File: config.mk
export PLATFORM = sky130hd
export DESIGN_NAME = id_stage
export DESIGN_NICKNAME = d
export VERILOG_FILES = /design/src/rtl/id_stage.sv
export SDC_FILE = /design/constraint.sdc
export NUM_CORES = 2
export LEC_CHECK = 0
export CAP_MARGIN = 30
export CORE_MARGIN = 1
export CORE_UTILIZATION = 61
export CTS_BUF_LIST = sky130_fd_sc_hd__clkbuf_16
export DETAILED_ROUTE_END_ITERATION = 7
export PLACE_DENSITY = 0.81
export SLEW_MARGIN = 20
export SYNTH_ARGS = -nofsm -noshare
export SYNTH_HDL_FRONTEND = slang
export SYNTH_SLANG_ARGS = --single-unit
export TNS_END_PERCENT = 20
File: constraint.sdc
create_clock -name clk -period 3.3 [get_ports clk]
set_input_delay 0.33 -clock clk [delete_from_list [all_inputs] [get_ports clk]]
set_output_delay 0.33 -clock clk [all_outputs]
set_load 0.02 [all_outputs]
File: src/rtl/id_stage.sv
// Instruction-decode stage: IF/ID pipeline register, 32x32 register file and
// decode of addu/subu/jr/nop/ori/lui/lw/sw/beq/j/jal.
// Latency: decode outputs are combinational from the IF/ID register (1 edge after fetch).
// Backpressure: stall holds the IF/ID register, flush squashes it and wins over stall.
// Ports: clk/rst (async active-low); instr_in, pc_plus4_in, if_valid from fetch;
//        stall, flush pipeline control; wb_we/wb_addr/wb_data register write port;
//        id_valid, rs_data, rt_data, imm_ext, pc_src, br_target, j_target,
//        reg_write, mem_read, mem_write, alu_src, alu_op, dest_reg, link_data, illegal.
// Build option: define ID_WB_BYPASS_EN to forward wb_data to same-cycle reads.
module id_stage (
  input  logic        clk,
  input  logic        rst,
  input  logic [31:0] instr_in,
  input  logic [31:0] pc_plus4_in,
  input  logic        if_valid,
  input  logic        stall,
  input  logic        flush,
  input  logic        wb_we,
  input  logic [4:0]  wb_addr,
  input  logic [31:0] wb_data,
  output logic        id_valid,
  output logic [31:0] rs_data,
  output logic [31:0] rt_data,
  output logic [31:0] imm_ext,
  output logic [1:0]  pc_src,
  output logic [31:0] br_target,
  output logic [31:0] j_target,
  output logic        reg_write,
  output logic        mem_read,
  output logic        mem_write,
  output logic        alu_src,
  output logic [2:0]  alu_op,
  output logic [4:0]  dest_reg,
  output logic [31:0] link_data,
  output logic        illegal
);

  logic [31:0] instr_q, instr_d;
  logic [31:0] pc4_q, pc4_d;
  logic        valid_q, valid_d;
  logic        illegal_q, illegal_d;
  logic [31:0] regs_q [32];
  logic [31:0] regs_d [32];

  logic [5:0]  op, fn;
  logic [4:0]  rs_addr, rt_addr, rd_addr;
  logic [31:0] sext;
  logic        legal, live;
  logic        rw_c, mr_c, mw_c, as_c, link_c;
  logic [1:0]  pcs_c;
  logic [2:0]  aop_c;
  logic [4:0]  dst_c;

  assign op      = instr_q[31:26];
  assign fn      = instr_q[5:0];
  assign rs_addr = instr_q[25:21];
  assign rt_addr = instr_q[20:16];
  assign rd_addr = instr_q[15:11];
  assign sext    = {{16{instr_q[15]}}, instr_q[15:0]};

  // IF/ID register next state; flush squashes the instruction but leaves pc_plus4
  always_comb begin
    instr_d = instr_q;
    pc4_d   = pc4_q;
    valid_d = valid_q;
    if (flush) begin
      instr_d = '0;
      valid_d = 1'b0;
    end else if (!stall) begin
      instr_d = instr_in;
      pc4_d   = pc_plus4_in;
      valid_d = if_valid;
    end
  end

  always_comb begin
    regs_d = regs_q;
    if (wb_we && (wb_addr != 5'd0)) regs_d[wb_addr] = wb_data;
  end

  // Sticky: latches the first live undecodable instruction until reset
  assign illegal_d = illegal_q | (valid_q & ~legal);

  always_ff @(posedge clk or negedge rst) begin
    if (!rst) begin
      instr_q   <= '0;
      pc4_q     <= '0;
      valid_q   <= 1'b0;
      illegal_q <= 1'b0;
      for (int k = 0; k < 32; k++) regs_q[k] <= '0;
    end else begin
      instr_q   <= instr_d;
      pc4_q     <= pc4_d;
      valid_q   <= valid_d;
      illegal_q <= illegal_d;
      regs_q    <= regs_d;
    end
  end

  // Raw decode, before qualification by id_valid/legality
  always_comb begin
    legal  = 1'b0;
    rw_c   = 1'b0;
    mr_c   = 1'b0;
    mw_c   = 1'b0;
    as_c   = 1'b0;
    link_c = 1'b0;
    pcs_c  = 2'd0;
    aop_c  = 3'd0;
    dst_c  = 5'd0;
    case (op)
      6'h00: begin
        case (fn)
          6'h21: begin legal = 1'b1; rw_c = 1'b1; dst_c = rd_addr; end
          6'h23: begin legal = 1'b1; rw_c = 1'b1; dst_c = rd_addr; aop_c = 3'd1; end
          6'h08: begin legal = 1'b1; pcs_c = 2'd3; end
          // only the all-zero sll is accepted, as the canonical nop
          6'h00: legal = (instr_q == 32'h0);
          default: legal = 1'b0;
        endcase
      end
      6'h0d: begin legal = 1'b1; rw_c = 1'b1; as_c = 1'b1; aop_c = 3'd2; dst_c = rt_addr; end
      6'h0f: begin legal = 1'b1; rw_c = 1'b1; as_c = 1'b1; aop_c = 3'd3; dst_c = rt_addr; end
      6'h23: begin legal = 1'b1; rw_c = 1'b1; mr_c = 1'b1; as_c = 1'b1; dst_c = rt_addr; end
      6'h2b: begin legal = 1'b1; mw_c = 1'b1; as_c = 1'b1; end
      // beq always redirects; equality is resolved further down the pipe
      6'h04: begin legal = 1'b1; pcs_c = 2'd1; aop_c = 3'd1; end
      6'h02: begin legal = 1'b1; pcs_c = 2'd2; end
      6'h03: begin legal = 1'b1; pcs_c = 2'd2; rw_c = 1'b1; dst_c = 5'd31; link_c = 1'b1; end
      default: legal = 1'b0;
    endcase
  end

  // Empty slots and illegal instructions both behave as nops
  assign live = valid_q & legal;

  assign id_valid  = valid_q;
  assign illegal   = illegal_q;
  assign reg_write = live & rw_c;
  assign mem_read  = live & mr_c;
  assign mem_write = live & mw_c;
  assign alu_src   = live & as_c;
  assign pc_src    = live ? pcs_c : 2'd0;
  assign alu_op    = live ? aop_c : 3'd0;
  assign dest_reg  = live ? dst_c : 5'd0;
  assign link_data = (live & link_c) ? pc4_q : 32'h0;

  assign imm_ext   = (op == 6'h0d) ? {16'h0, instr_q[15:0]} :
                     (op == 6'h0f) ? {instr_q[15:0], 16'h0} : sext;
  assign br_target = pc4_q + (sext << 2);
  assign j_target  = {pc4_q[31:28], instr_q[25:0], 2'b00};

`ifdef ID_WB_BYPASS_EN
  assign rs_data = (wb_we && (wb_addr != 5'd0) && (wb_addr == rs_addr)) ? wb_data : regs_q[rs_addr];
  assign rt_data = (wb_we && (wb_addr != 5'd0) && (wb_addr == rt_addr)) ? wb_data : regs_q[rt_addr];
`else
  assign rs_data = regs_q[rs_addr];
  assign rt_data = regs_q[rt_addr];
`endif

endmodule

==> metrics.txt <==
failing checks negative setup slack; Area contributors post-synth dfrtp_1 46%, mux4_2 25%, mux2_2 21%; TritonCTS Buffers 114; ys flop type dfrtp_1; M3 GR Usage 6.77%; vias per cell 7.10; Yosys top cell area share 46.4%; routed via count 38598; core area 95300 um2; status finished, violations left; layout cells sized above 1 59.1%; Multi-input gate area 30200 um2; PD cells 575 nW/um2; CTS tree done; final hold viol count 0; Final Cycle Share 110%; WS Path Type reg -> out; CP peak stage delay 0.51 ns; Worst-path clk slew 0.06 ns; Starting Density 61.7%; Final Max Tran Viols 0; most frequent cells in the layout 1079 x dfrtp_1, 1055 x mux2_2, 640 x mux4_2, 203 x clkdlybuf4s50_1, 197 x buf_4; pre-CTS WS -0.138 ns; post-route ant nets 0; Worst path slowest cell dfrtp_4; wire length per cell 32.9 um; # fillers 5554; fmax 0.276 GHz; Yosys warnings 0; Critical Path AT 3.30 ns; pin count of the biggest net entering global routing 144; Port Buffers 311; setup ws final -0.326 ns; die area 97600 um2; Hold/Removal Path Class in -> async; Worst-Margin Slew 1.11 ns; Starting DRT DRC Count 4219; Layout area overhead 20.9%; global-route wire length before repair 266000 um; worst skew pair latency 0.70 ns; CTS root buf clkbuf_16; Synth async-reset ratio 100%; synth unique cells 48; minimum clock period 3.63 ns; htree depth 3; commonest non-fill, non-tap cell in the layout dfrtp_1; CP cell instances buf_12 -> buf_16 -> buf_12 -> buf_12 -> buf_12 -> mux4_2 -> mux4_2 -> mux2_2 -> buf_4; CP dominant cell by count buf_12; CTS sink count 1090; Design Area, Final 71100 um2; FF+latch count, synth 1090; Mapped Cells 3701; Die Y-Extent 312 um; skew final 0.0141 ns; Final setup viols 85; met1 Resource Use GR 52.6%; crit-path max FO 6; I/O pin cnt 315; dominant cell type by area after synthesis dfrtp_1; DRC viols 0; maximum VDD drop 0.000532 V; Max Cap Viol 0; syn_area_per_cell 15.9 um2; RSZ-0062 raised after global routing yes; Seq/Total Area, Yosys 46.4%; setup TNS -16.47 ns; most used routing layer in global routing met2; Tot GR Track Use 37.1%; DIE WIDTH 312 um; GR Util met2 57.6%; fin nets 4206; final RePlAce weighted congestion 0.987; critical path endpoint category output pin; LEAKAGE 30.6 nW; startpoint type of the worst setup path register; max_slew headroom 25.9%; total grt overflow 0; Clock Tree Buf Depth 3; cell area after synthesis 58800 um2; initial antenna violation count 5; Final HPWL DP 101000 um; Worst Path Required 2.97 ns; placed inst area 64700 um2; Reg area 27300 um2; Pre-antenna DRT Iters 8; standard-cell rows 113; vias in the first global route 39378; Routed Wire Length 179000 um; number of synthesized flops with an enable pin 0
layer usage:
metal / routed length, um / share of wire (%)
met1: 68500 / 38
met2: 85800 / 48
met3: 16300 / 9.1
met4: 8100 / 4.5
met5: 25 / 0.014
worst max-delay path: cells and delay by family, from the launching register on:
kind / cells / cell delay (ns)
buffers and inverters: 6 / 0.88
muxes: 3 / 1.19
DFF: 1 / 0.51
synth_stat cells, types with 21 or more instances:
library cell	count
dfrtp_1	1090
mux2_2	1088
mux4_2	640
clkbuf_1	267
nor2_1	79
buf_1	67
buf_4	57
buf_2	42
and3_1	39
nand2_1	35
a21oi_1	34
mux2i_1	33
a21o_1	32
ha_1	29
and2_1	21
where the power goes:
group	switching (mW)	internal (mW)	leakage (nW)
sequential	1.94	15.8	13.9
clock	5.53	7.63	1.93
combinational	3.94	5.97	14.7
registers in the layout, indices dropped and copies added, names as in the netlist:
name,cells
illegal,1
instr_q,32
regs_q,1024
pc4_q,32
id_valid,1
final cells by class:
type	count	area share, %
Antenna cell	4	0.0141
Sequential cell	1090	38.4
Tap cell	1265	2.23
Clock inverter	95	1.20
Clock buffer	117	4.12
Inverter	6	0.0317
Timing Repair Buffer	691	11.5
Multi-Input combinational cell	2166	42.5
path summary, 6_finish.rpt:
path                                           from                       end  slack, ns  cells past startpoint
setup / recovery            instr_q[16]$_DFFE_PN0P_                rt_data[6]      -0.33                      9
hold / removal                                  rst   regs_q[454]$_DFFE_PN0P_       0.16                      2
setup reg to reg            instr_q[16]$_DFFE_PN0P_         illegal$_DFF_PN0_       1.16                     10
hold reg to reg            regs_q[1019]$_DFFE_PN0P_  regs_q[1019]$_DFFE_PN0P_       0.40                      0
max in group asynchronous                       rst   instr_q[20]$_DFFE_PN0P_       1.82                      3
min in group clk                              stall     pc4_q[22]$_DFFE_PN0P_       0.23                      3
logic make-up (layout without fill, tap and decap cells):
logic type	Yosys count	after routing	synth area share (%)
xor+xnor	27	27	0.402
other cells	1	7	0.00638
simple gates	236	236	2.04
fa+ha+maj	30	30	0.651
buf+inv	447	909	3.41
flops	1090	1090	46.4
compound gates	109	109	1.19
mux	1761	1761	45.9
metrics by stage:
stage / instances / hold slack [ns] / util, % / total power [mW]
2_1_floorplan: 3703 / 0.0344 / - / 23.8
3_3_place_gp: 5084 / 0.301 / 67.9 / 26.6
3_5_place_dp: 5085 / 0.320 / 67.9 / 27.1
4_1_cts: 5369 / 0.157 / 73.4 / 40.4
5_1_grt: 5433 / 0.168 / 74.6 / 42.2
6_report: 5434 / 0.156 / 74.6 / 40.9
repair_timing:
item                       4_1_cts  5_1_grt
hold buffers                     1        0
setup endpoints to repair      130      114
buffers inserted                57       32
hold endpoints to repair        26        0
resized for setup              589      129
pin swaps                       36       13
gates cloned                    14        6
No activity file was read; power rests on OpenSTA's default activity.
